--- src/rtl/dds_pkg.sv ---
// rtl/dds_pkg.sv - shared sizing for the destination scoreboard
package dds_pkg;

   localparam int ADDR_W_DEF = 3;

   function automatic int dds_num(input int addr_w);
      return 1 << addr_w;
   endfunction

endpackage

--- src/rtl/dest_decode_scoreboard_decoder.sv ---
// rtl/dest_decode_scoreboard_decoder.sv - ADDR_W-to-2**ADDR_W one-hot decoder with enable
module decoder_n #(
   parameter int ADDR_W = 3
) (
   input  logic                     en,
   input  logic [ADDR_W-1:0]        addr,
   output logic [(1<<ADDR_W)-1:0]   onehot
);

   always_comb begin
      onehot = '0;
      if (en) onehot[addr] = 1'b1;
   end

endmodule

--- src/rtl/dest_decode_scoreboard.sv ---
// rtl/dest_decode_scoreboard.sv - pending-write scoreboard with RAW/WAW stall and one-hot issue decode
module dest_decode_scoreboard
   import dds_pkg::*;
#(
   parameter int ADDR_W = ADDR_W_DEF
) (
   input  logic                clk,
   input  logic                rst_n,
   input  logic                issue_en,
   input  logic [ADDR_W-1:0]   issue_addr,
   input  logic                wb_en,
   input  logic [ADDR_W-1:0]   wb_addr,
   input  logic [ADDR_W-1:0]   src_a_addr,
   input  logic [ADDR_W-1:0]   src_b_addr,
   input  logic                src_a_use,
   input  logic                src_b_use,
   output logic                stall,
   output logic [dds_num(ADDR_W)-1:0] wr_onehot,
   output logic [dds_num(ADDR_W)-1:0] pending,
   output logic [ADDR_W:0]     pend_cnt,
   output logic                wb_err
);

   localparam int NUM = dds_num(ADDR_W);

   logic             accepted;
   logic             wb_miss;
   logic [NUM-1:0]   iss_oh;
   logic [NUM-1:0]   wb_oh;
   logic [NUM-1:0]   pending_next;
   logic [ADDR_W:0]  cnt_next;

   // Hazards look only at registered pending; a same-cycle writeback does not unblock.
   assign stall = (src_a_use & pending[src_a_addr])
                | (src_b_use & pending[src_b_addr])
                | (issue_en  & pending[issue_addr]);

   assign accepted = issue_en & ~stall;
   assign wb_miss  = wb_en & ~pending[wb_addr];

   decoder_n #(.ADDR_W(ADDR_W)) u_issue_dec (
      .en     (accepted),
      .addr   (issue_addr),
      .onehot (iss_oh)
   );

   decoder_n #(.ADDR_W(ADDR_W)) u_wb_dec (
      .en     (wb_en),
      .addr   (wb_addr),
      .onehot (wb_oh)
   );

   // Clearing a bit that is already 0 is harmless, so a missed writeback leaves pending intact.
   always_comb begin
      pending_next = (pending & ~wb_oh) | iss_oh;
      cnt_next     = '0;
      for (int i = 0; i < NUM; i++) begin
         cnt_next = cnt_next + {{ADDR_W{1'b0}}, pending_next[i]};
      end
   end

   always_ff @(posedge clk or negedge rst_n) begin
      if (!rst_n) begin
         pending   <= '0;
         wr_onehot <= '0;
         pend_cnt  <= '0;
         wb_err    <= 1'b0;
      end else begin
         pending   <= pending_next;
         wr_onehot <= iss_oh;
         pend_cnt  <= cnt_next;
         wb_err    <= wb_err | wb_miss;
      end
   end

endmodule

--- config.mk ---
export PLATFORM = sky130hd
export DESIGN_NAME = dest_decode_scoreboard
export DESIGN_NICKNAME = d
export VERILOG_FILES = /design/src/rtl/dds_pkg.sv /design/src/rtl/dest_decode_scoreboard_decoder.sv /design/src/rtl/dest_decode_scoreboard.sv
export SDC_FILE = /design/constraint.sdc
export NUM_CORES = 1
export LEC_CHECK = 0
export BUFFER_PORTS_ARGS = -buffer_cell sky130_fd_sc_hd__buf_4
export CAP_MARGIN = 20
export CORE_AREA = 2 2 57 59
export DETAILED_ROUTE_END_ITERATION = 10
export DIE_AREA = 0 0 59 61
export PLACE_DENSITY = 0.71
export SKIP_CTS_REPAIR_TIMING = 1
export SLEW_MARGIN = 20
export SYNTH_ARGS = -nofsm -noshare
export SYNTH_HDL_FRONTEND = slang
export SYNTH_SLANG_ARGS = --single-unit
export TNS_END_PERCENT = 5
--- constraint.sdc ---
create_clock -name clk -period 4.06 [get_ports clk]
set_input_delay 0.203 -clock clk [delete_from_list [all_inputs] [get_ports clk]]
set_output_delay 0.203 -clock clk [all_outputs]
set_load 0.1 [all_outputs]
==> flow_summary.json, run 1 <==
{
  "status": "finished with violations",
  "failed_checks": "setup timing",
  "pin_count": 40,
  "hold-worst-slack_ns": 0.105,
  "cellPowerDensity_nw_per_um2": 756,
  "insertedDiodeCount": 0,
  "max_clock_freq_mhz": 237,
  "tightestPinTransition_ns": 0.452,
  "worst_slew_margin_rel": 0.699,
  "power.static_leakage_nw": 0.830,
  "htree_num_levels": 1,
  "place_hpwl_mm": 2.78,
  "fin_area_um2": 1810,
  "via_per_inst": 5.92,
  "grt_setup_unrepaired": "yes",
  "synth_cell_type_count": 31,
  "post_layout_nonfiller_instances": 202,
  "max-vdd-ir-drop_uv": 517,
  "power_frac_clock": 0.078,
  "core-area_um2": 2950,
  "cts_tree": "done",
  "p_seq_frac": 0.219,
  "p_switching_uw": 740,
  "wire_per_inst_um": 17.6,
  "final.min_clock_period_ns": 4.22,
  "grt-ovfl-total": 0,
  "clock-skew-final_ns": 0.00520,
  "drive_gt1_frac": 0.462,
  "numPortBuffers": 39,
  "routed_wl_mm": 3.55,
  "r2r_end": "pend_cnt[2]",
  "groute.layer.met3.usage": 0.0192,
  "number_of_rows_in_the_core_area": 20,
  "setup_violations": 2,
  "crit_path_start_kind": "flop",
  "worstHoldPathType": "input port to flop",
  "clk-insertion-delay-late_ns": 0.31,
  "r2r_slack_ns": -0.16,
  "start_util": 0.452,
  "die-height_um": 61,
  "detailed_place.area_um2": 1760,
  "grt_antenna_before_repair": 0,
  "cp-end-kind": "flop",
  "gp_congestion": 0.947,
  "post_route_clock_period_utilization": 1.04,
  "seq_area_frac_synth": 0.394,
  "synthesis.nets": 143,
  "grt_pass1_wl_mm": 5.62,
  "synthesis.instances": 118,
  "groute.layer.met2.usage": 0.359,
  "groute.usage.overall": 0.212,
  "timing.hold.worst.start": "wb_en",
  "drt_pre_antenna_iters": 4,
  "worst_setup_hold_path_clk_slew_ns": 0.13,
  "dieArea_um2": 3600,
  "final_nets": 195,
  "fin_util": 0.611,
  "finalSetupTns_ns": -0.318,
  "postLayoutSetupSlackWorst_ns": -0.162,
  "post-layout-total-power_mw": 1.37,
  "tritoncts_num_sinks": 21,
  "timing_hold_violations_final": 0,
  "post-route-drc-count": 0,
  "mappedNetlistArea_um2": 1340,
  "cell_internal_pwr_uw": 626,
  "drt-initial-drc-count": 72,
  "worstReg2RegStart": "pending[7]",
  "timing_worst_setup_path_type": "flop to flop",
  "crit_fanout": 5,
  "comb_power_share": 0.703,
  "hold_path_stages": 2,
  "use_met1": 0.286,
  "dp_cells": 197,
  "postRouteAntennaNets": 0,
  "hold-path-endpoint": "wb_err",
  "postSynthRegisterBits": 21,
  "cts_root_buffer": "sky130_fd_sc_hd__clkbuf_4",
  "place_ws_ns": -0.177,
  "fp.dieW_um": 59,
  "ys.warnings.count": 0,
  "first_global_vias": 1175,
  "grt_max_degree": 22,
  "syn_avg_cell_area_um2": 11.3,
  "fraction_of_power_spent_switching_nets": 0.542,
  "number_of_buffers_created_by_cts": 3,
  "maxCapViolCount": 0,
  "grt-busiest-layer": "met2",
  "required_ns": 4.27,
  "arrival_ns": 4.43,
  "syn2layout_area_growth_pct": 35.2,
  "num_vias": 1195,
  "cp-startpoint": "pending[7]",
  "clk_path_buf_depth": 2,
  "r2r_cells": 12,
  "drv_slew": 0
}
==> cell usage after synthesis <==
library cell                 n  share of area
sky130_fd_sc_hd__fa_1        4          0.060
sky130_fd_sc_hd__o31a_1      2          0.013
sky130_fd_sc_hd__nor4_1      8          0.037
sky130_fd_sc_hd__a21oi_1     2         0.0075
sky130_fd_sc_hd__nand3b_1    1         0.0056
sky130_fd_sc_hd__a21o_1      2          0.011
sky130_fd_sc_hd__a211o_1     1         0.0066
sky130_fd_sc_hd__nor2b_1     2         0.0094
sky130_fd_sc_hd__dfrtp_1    21           0.39
sky130_fd_sc_hd__a2bb2oi_1   1         0.0066
sky130_fd_sc_hd__o22ai_1     1         0.0047
sky130_fd_sc_hd__o31ai_1     2          0.011
sky130_fd_sc_hd__ha_1        3          0.028
sky130_fd_sc_hd__xnor2_1     1         0.0066
sky130_fd_sc_hd__mux2i_1     5          0.037
sky130_fd_sc_hd__nand2b_1    7          0.033
sky130_fd_sc_hd__o41a_1      7          0.059
sky130_fd_sc_hd__o41ai_1     8          0.052
sky130_fd_sc_hd__nand3_1     2         0.0075
sky130_fd_sc_hd__inv_1       9          0.025
sky130_fd_sc_hd__nand2_1     4          0.011
sky130_fd_sc_hd__buf_1       2         0.0056
sky130_fd_sc_hd__a32o_2      1         0.0084
sky130_fd_sc_hd__buf_6       2          0.017
sky130_fd_sc_hd__clkbuf_1    5          0.014
sky130_fd_sc_hd__mux2_2      2          0.017
sky130_fd_sc_hd__o21ai_0     7          0.026
sky130_fd_sc_hd__or3b_2      1         0.0066
sky130_fd_sc_hd__mux4_1      2          0.039
sky130_fd_sc_hd__mux4_2      2          0.034
sky130_fd_sc_hd__or2_2       1         0.0047
==> cell usage in the layout, fill, tap and decap left out, drive strengths merged, types with 3 or more instances in the layout <==
cell type and count:
nand2b 7, clkbuf 3, o41ai 8, mux4 4, dfrtp 21, nand2 4, o21ai 7, ha 3
mux2i 5, inv 9, o41a 7, fa 4, nor4 8, buf 55
==> worst max-delay path by stage <==
stage,endpoint,cells after the start
2_1_floorplan,pend_cnt[2],13
3_3_place_gp,pend_cnt[1],12
3_5_place_dp,pend_cnt[2],12
4_1_cts,pend_cnt[2],12
5_1_grt,pend_cnt[1],12
6_report,pend_cnt[2],12
==> worst max-delay path, stage by stage (launching register included) <==
cell	delay (ns)
sky130_fd_sc_hd__dfrtp_4	0.51
sky130_fd_sc_hd__mux4_2	0.47
sky130_fd_sc_hd__nand2b_4	0.14
sky130_fd_sc_hd__a32o_2	0.29
sky130_fd_sc_hd__o41a_1	0.45
sky130_fd_sc_hd__fa_1	0.49
sky130_fd_sc_hd__fa_1	0.51
sky130_fd_sc_hd__fa_1	0.42
sky130_fd_sc_hd__inv_1	0.08
sky130_fd_sc_hd__ha_2	0.18
sky130_fd_sc_hd__inv_1	0.05
sky130_fd_sc_hd__fa_1	0.37
sky130_fd_sc_hd__xnor2_1	0.14
==> cells by family (layout without fill, tap and decap cells) <==
logic type / count (synthesis) / after routing / synth area share
XOR/XNOR: 1 / 1 / 0.00656
buffers and inverters: 18 / 69 / 0.0619
flip-flops: 21 / 21 / 0.394
AND/OR/NAND/NOR: 26 / 26 / 0.115
AO/OA/AOI/OAI: 34 / 34 / 0.207
adder cells (fa/ha/maj): 7 / 7 / 0.0881
multiplexers: 11 / 11 / 0.127
==> final cells by class <==
cell class / instances / area [µm²]
clock buffer: 3 / 22.5
clock inverter: 1 / 5.00
fill: 249 / 1150
inverter: 9 / 33.8
multi-input combinational: 79 / 729
sequential: 21 / 551
tap: 33 / 41.3
timing repair buffer: 56 / 423
==> layer usage <==
| layer | up-vias | share of wire |
|---|---|---|
| met3 | 4 | 0.038 |
| met5 | - | 0 |
| met4 | 0 | 0.0096 |
| met1 | 600 | 0.43 |
| li1 | 557 | - |
| met2 | 34 | 0.52 |
==> sequential cells by signal, indices dropped and copies added, names as in the netlist <==
name,flops
pending,8
wb_err,1
wr_onehot,8
pend_cnt,4
==> power by group through the flow <==
stage / Clock, mW / Sequential [mW] / Combinational [mW]
after floorplan: 0 / 0.635 / 0.358
after global placement: 0 / 0.302 / 0.921
after detailed placement: 0 / 0.303 / 0.955
after CTS: 0.108 / 0.299 / 0.959
after global routing: 0.114 / 0.303 / 1.04
final: 0.107 / 0.299 / 0.961
(Power assumes the default switching activity.)
==> run 2: changes to the inputs <==
- CORE_AREA: 2 2 57 59 -> 2 2 56 58
- CTS_BUF_LIST: unset -> sky130_fd_sc_hd__clkbuf_8
- DIE_AREA: 0 0 59 61 -> 0 0 58 60
- PLACE_DENSITY: 0.71 -> 0.73
==> flow_summary.json, run 2 (synthesis results as in run 1) <==
{
  "number_of_buffers_created_by_cts": 3,
  "core-area_um2": 2900,
  "post-layout-total-power_mw": 1.38,
  "required_ns": 4.21,
  "sequence_of_cells_on_the_critical_path": "mux4_2 > a2bb2oi_1 > a32o_2 > o41a_1 > fa_1 > fa_1 > fa_1 > inv_1 > ha_2 > inv_2 > fa_1 > xnor2_1",
  "drv_slew": 0,
  "clock-skew-final_ns": 0.00297,
  "multi_input_area_um2": 729,
  "final.min_clock_period_ns": 4.18,
  "cts_root_buffer": "sky130_fd_sc_hd__clkbuf_8",
  "grt_pass1_wl_mm": 5.62,
  "worst_slew_margin_rel": 0.684,
  "cellPowerDensity_nw_per_um2": 756,
  "cpMaxStageDelayCell": "sky130_fd_sc_hd__fa_1",
  "crit_path_start_kind": "flop",
  "cp_num_cells": 12,
  "drt_pre_antenna_iters": 5,
  "final_common_cell": "sky130_fd_sc_hd__buf_4",
  "top_regs": "pending x8, wr_onehot x8, pend_cnt x4",
  "hold_path_stages": 2,
  "grt-busiest-layer": "met2",
  "max-vdd-ir-drop_uv": 482,
  "grt_antenna_before_repair": 0,
  "routed_wl_mm": 3.53,
  "groute.layer.met3.usage": 0.0368,
  "dieArea_um2": 3480,
  "start_util": 0.460,
  "hold-worst-slack_ns": 0.164,
  "crit_fanout": 6,
  "r2r_cells": 12,
  "gp_congestion": 0.925,
  "slowest_delay_ns": 0.57,
  "num_vias": 1219,
  "cts_tree": "done",
  "drt-initial-drc-count": 93,
  "groute.usage.overall": 0.217,
  "tightestPinTransition_ns": 0.467,
  "fp.dieW_um": 58,
  "p_seq_frac": 0.219,
  "crit_path_frequent_cell": "sky130_fd_sc_hd__fa_1",
  "failed_checks": "setup timing",
  "timing_worst_setup_path_type": "flop to flop",
  "grt_max_degree": 22,
  "place_hpwl_mm": 2.70,
  "postRouteAntennaNets": 0,
  "groute.layer.met2.usage": 0.333,
  "crit_buf_inv": 2,
  "final_nets": 196,
  "layout.cells.most_common_list": "sky130_fd_sc_hd__buf_4 (56), sky130_fd_sc_hd__dfrtp_1 (13), sky130_fd_sc_hd__inv_1 (8), sky130_fd_sc_hd__nor4_1 (8), sky130_fd_sc_hd__o41ai_1 (8)",
  "arrival_ns": 4.34,
  "setup_violations": 2,
  "regArea_um2": 551,
  "power.static_leakage_nw": 0.843,
  "htree_num_levels": 1,
  "fraction_of_power_spent_switching_nets": 0.527,
  "max_clock_freq_mhz": 239,
  "worst_setup_hold_path_clk_slew_ns": 0.08,
  "syn2layout_area_growth_pct": 37.2,
  "post-route-drc-count": 0,
  "clk-insertion-delay-late_ns": 0.26,
  "use_met1": 0.301,
  "numPortBuffers": 39,
  "grt-ovfl-total": 0,
  "comb_power_share": 0.682,
  "clk_path_buf_depth": 2,
  "dp_cells": 197,
  "grt_setup_unrepaired": "yes",
  "maxCapViolCount": 0,
  "timing_hold_violations_final": 0,
  "tritoncts_num_sinks": 21,
  "first_global_vias": 1157,
  "crit_family": "adder cells",
  "cell_internal_pwr_uw": 655,
  "fillerInstances": 230,
  "postLayoutSetupSlackWorst_ns": -0.125,
  "insertedDiodeCount": 0,
  "via_per_inst": 6.00,
  "wire_per_inst_um": 17.4,
  "post_layout_nonfiller_instances": 203,
  "cp-end-kind": "flop",
  "fin_util": 0.631,
  "number_of_rows_in_the_core_area": 20,
  "power_frac_clock": 0.099,
  "pin_count": 40,
  "status": "finished with violations",
  "worstHoldPathType": "input port to flop",
  "post_route_clock_period_utilization": 1.03,
  "die-height_um": 60,
  "p_switching_uw": 730,
  "drive_gt1_frac": 0.471
}
run 2: changes by cell type in the layout (fill, tap and decap cells not counted), sizes merged:
cell | before | now
buf | 55 | 56
run 2: power groups by stage:
stage                     logic [mW]  registers (mW)  clock network [mW]
after floorplan                0.358           0.635                   0
after global placement         0.914           0.306                   0
after detailed placement       0.933           0.306                   0
after CTS                      0.940           0.304               0.139
after global routing            1.03           0.309               0.147
final                          0.944           0.303               0.137
run 2: cell type report:
class,count,share of cell area
clock buffers,3,0.0225
clock inverters,1,0.00273
multi-input cells,79,0.398
well taps,33,0.0225
flip-flops and latches,21,0.301
inverters,9,0.0184
repair buffers,57,0.235
run 2: path summary, 6_finish.rpt:
kind	from	endpoint	slack, ns
worst max-delay path	pending[7]	pend_cnt[2]	-0.12
worst min-delay path	wb_en	wb_err	0.16
worst max register to register	pending[7]	pend_cnt[2]	-0.12
worst min register to register	wb_err	wb_err	0.48
max in group asynchronous	rst_n	pending[1]	3.45
min in group asynchronous	rst_n	wr_onehot[7]	0.36
run 2: metrics by stage:
step	cell area, µm²	worst slack, ns	setup TNS (ns)
2_1_floorplan	1350	-0.257	-0.513
3_3_place_gp	1760	-0.0814	-0.163
3_5_place_dp	1760	-0.195	-0.378
4_1_cts	1800	-0.224	-0.444
5_1_grt	1830	-0.243	-0.482
6_report	1830	-0.125	-0.245
run 2: per-layer routing:
metal | vias up | part of all wire
met4 | 0 | 0.011
met3 | 4 | 0.061
met1 | 594 | 0.44
met5 | - | 0
li1 | 567 | -
met2 | 54 | 0.49
==> run 3: changes to the inputs <==
- ABC_AREA: unset -> 1
- CORE_AREA: 2 2 56 58 -> 2 2 74 76
- DIE_AREA: 0 0 58 60 -> 0 0 76 78
- PLACE_DENSITY: 0.73 -> 0.43
- SYNTH_HIERARCHICAL: unset -> 1
==> flow_summary.json, run 3 <==
{
  "synthesis.instances": 170,
  "cp-end-kind": "flop",
  "worstHoldPathType": "input port to flop",
  "clk-insertion-delay-late_ns": 0.26,
  "grt_setup_unrepaired": "yes",
  "mappedNetlistArea_um2": 1260,
  "arrival_ns": 4.04,
  "regArea_um2": 556,
  "power.static_leakage_nw": 0.994,
  "multi_input_area_um2": 657,
  "pin_count": 40,
  "edff_count_synth": 0,
  "final.min_clock_period_ns": 3.88,
  "drt-initial-drc-count": 42,
  "grt_antenna_before_repair": 0,
  "grt_pass1_wl_mm": 5.82,
  "synth_cell_type_count": 18,
  "maxCapViolCount": 0,
  "cpMaxStageDelayCell": "sky130_fd_sc_hd__fa_1",
  "postLayoutSetupSlackWorst_ns": 0.184,
  "status": "completed",
  "grt-ovfl-total": 0,
  "slowest_delay_ns": 0.53,
  "wire_per_inst_um": 12.4,
  "place_hpwl_mm": 2.82,
  "syn2layout_area_growth_pct": 46.6,
  "dp_cells": 279,
  "clock-skew-final_ns": 0.00428,
  "synthMostInstantiatedCell": "sky130_fd_sc_hd__nand2_1",
  "seq_area_frac_synth": 0.417,
  "post_route_clock_period_utilization": 0.955,
  "yosysTopAreaCellShare": 0.417,
  "syn_avg_cell_area_um2": 7.41,
  "numPortBuffers": 39,
  "crit_fanout": 5,
  "tritoncts_num_sinks": 21,
  "number_of_rows_in_the_core_area": 26,
  "post-layout-total-power_mw": 1.13,
  "post-route-drc-count": 0,
  "num_vias": 1248,
  "dieArea_um2": 5930,
  "first_global_vias": 1139,
  "clk_path_buf_depth": 2,
  "yosysTopAreaCell": "sky130_fd_sc_hd__dfrtp_1",
  "timing_worst_setup_path_type": "flop to flop",
  "drive_gt1_frac": 0.365,
  "gp_congestion": 0.841,
  "postSynthRegisterBits": 21,
  "worst_slew_margin_rel": 0.795,
  "place_ws_ns": 0.123,
  "fp.dieW_um": 76,
  "setup_violations": 0,
  "final_nets": 245,
  "via_per_inst": 4.32,
  "top_regs": "pending x8, wr_onehot x8, pend_cnt x4",
  "cellPowerDensity_nw_per_um2": 612,
  "postRouteAntennaNets": 0,
  "core-area_um2": 5040,
  "sequence_of_cells_on_the_critical_path": "inv_4 > nand2_1 > o211ai_1 > nand3_1 > nand3_2 > nand3_4 > nor2_4 > nand2_4 > nor2_4 > nor2_2 > fa_1 > inv_1 > fa_1 > inv_2 > fa_1 > inv_1 > ha_2 > inv_1 > fa_1 > inv_1",
  "synth_area_leaders": "sky130_fd_sc_hd__dfrtp_1 (42%), sky130_fd_sc_hd__nand2_1 (12%), sky130_fd_sc_hd__inv_1 (11%)",
  "routed_wl_mm": 3.59,
  "insertedDiodeCount": 0,
  "drv_slew": 0,
  "max-vdd-ir-drop_uv": 309,
  "die-height_um": 78,
  "finalSetupTns_ns": 0,
  "grt_max_degree": 22,
  "layout.cells.most_common_list": "sky130_fd_sc_hd__buf_4 (44), sky130_fd_sc_hd__nand2_1 (38), sky130_fd_sc_hd__inv_1 (28), sky130_fd_sc_hd__nor2_1 (21), sky130_fd_sc_hd__nand3_1 (18)",
  "max_clock_freq_mhz": 258,
  "top_cells_by_instance_count_after_synthesis": "sky130_fd_sc_hd__nand2_1 (40), sky130_fd_sc_hd__inv_1 (36), sky130_fd_sc_hd__nor2_1 (27), sky130_fd_sc_hd__dfrtp_1 (21), sky130_fd_sc_hd__nand3_1 (19)",
  "synth_ff_type": "sky130_fd_sc_hd__dfrtp_1",
  "required_ns": 4.22,
  "timing_hold_violations_final": 0,
  "cts_tree": "done",
  "start_util": 0.250,
  "number_of_buffers_created_by_cts": 3,
  "hold-worst-slack_ns": 0.230,
  "async_flop_share": 1.00,
  "final_common_cell": "sky130_fd_sc_hd__buf_4",
  "fillerInstances": 553,
  "htree_num_levels": 1,
  "synthesis.nets": 195,
  "tightestPinTransition_ns": 0.307,
  "cts_root_buffer": "sky130_fd_sc_hd__clkbuf_8",
  "ys.warnings.count": 6,
  "groute.usage.overall": 0.126,
  "crit_path_start_kind": "flop",
  "post_layout_nonfiller_instances": 289,
  "drt_pre_antenna_iters": 4,
  "worst_setup_hold_path_clk_slew_ns": 0.08
}
## run 3: area by class of cell
type,instances,area share
Clock buffer,3,0.0224
Clock inverter,1,0.00271
Inverter,38,0.0867
Multi-Input combinational cell,111,0.356
Sequential cell,21,0.301
Tap cell,70,0.0474
Timing Repair Buffer,45,0.184
## run 3: cells by family (layout without fill, tap and decap cells)
logic type	count (synthesis)	count (layout)	synth area share
AO/OA/AOI/OAI	12	12	0.0596
XOR/XNOR	1	1	0.00695
adder cells (fa/ha/maj)	7	7	0.0934
buffers and inverters	38	87	0.113
flip-flops	21	21	0.417
AND/OR/NAND/NOR	91	91	0.310
## run 3: report_power, final
group          internal [mW]  switching, mW  total [mW]
Combinational          0.188          0.511       0.699
Clock                 0.0684         0.0696       0.138
Sequential             0.264         0.0290       0.293
Total                  0.521          0.609        1.13
## run 3: metrics by stage
stage,cell area [µm²],utilization
2_1_floorplan,1320,-
3_5_place_dp,1700,0.338
6_report,1850,0.366
3_3_place_gp,1700,0.338
4_1_cts,1750,0.347
5_1_grt,1850,0.366
## run 3: path summary, 6_finish.rpt
kind	startpoint	to	slack, ns	cells past startpoint
worst max-delay path	pending[7]	pend_cnt[1]	0.18	20
worst min-delay path	wb_en	wb_err	0.23	3
worst max register to register	pending[7]	pend_cnt[1]	0.18	20
worst min register to register	wb_err	wb_err	0.47	2
max in group asynchronous	rst_n	pending[6]	3.45	2
min in group asynchronous	rst_n	pend_cnt[0]	0.36	2
## run 3: worst max-delay path, delay by kind of cell (launching register included)
| family | cells | cell delay [ns] |
|---|---|---|
| buffers and inverters | 6 | 0.33 |
| adder cells (fa/ha/maj) | 5 | 2.12 |
| AO/OA/AOI/OAI | 1 | 0.11 |
| AND/OR/NAND/NOR | 8 | 0.74 |
| flip-flops | 1 | 0.49 |
## run 3: per-layer routing
metal | track usage | share of wire | vias to the layer above
met1 | 0.175 | 0.47 | 597
met2 | 0.196 | 0.47 | 32
met4 | 0.0436 | 0.013 | 0
met5 | 0 | 0 | -
li1 | - | - | 615
met3 | 0.0279 | 0.044 | 4
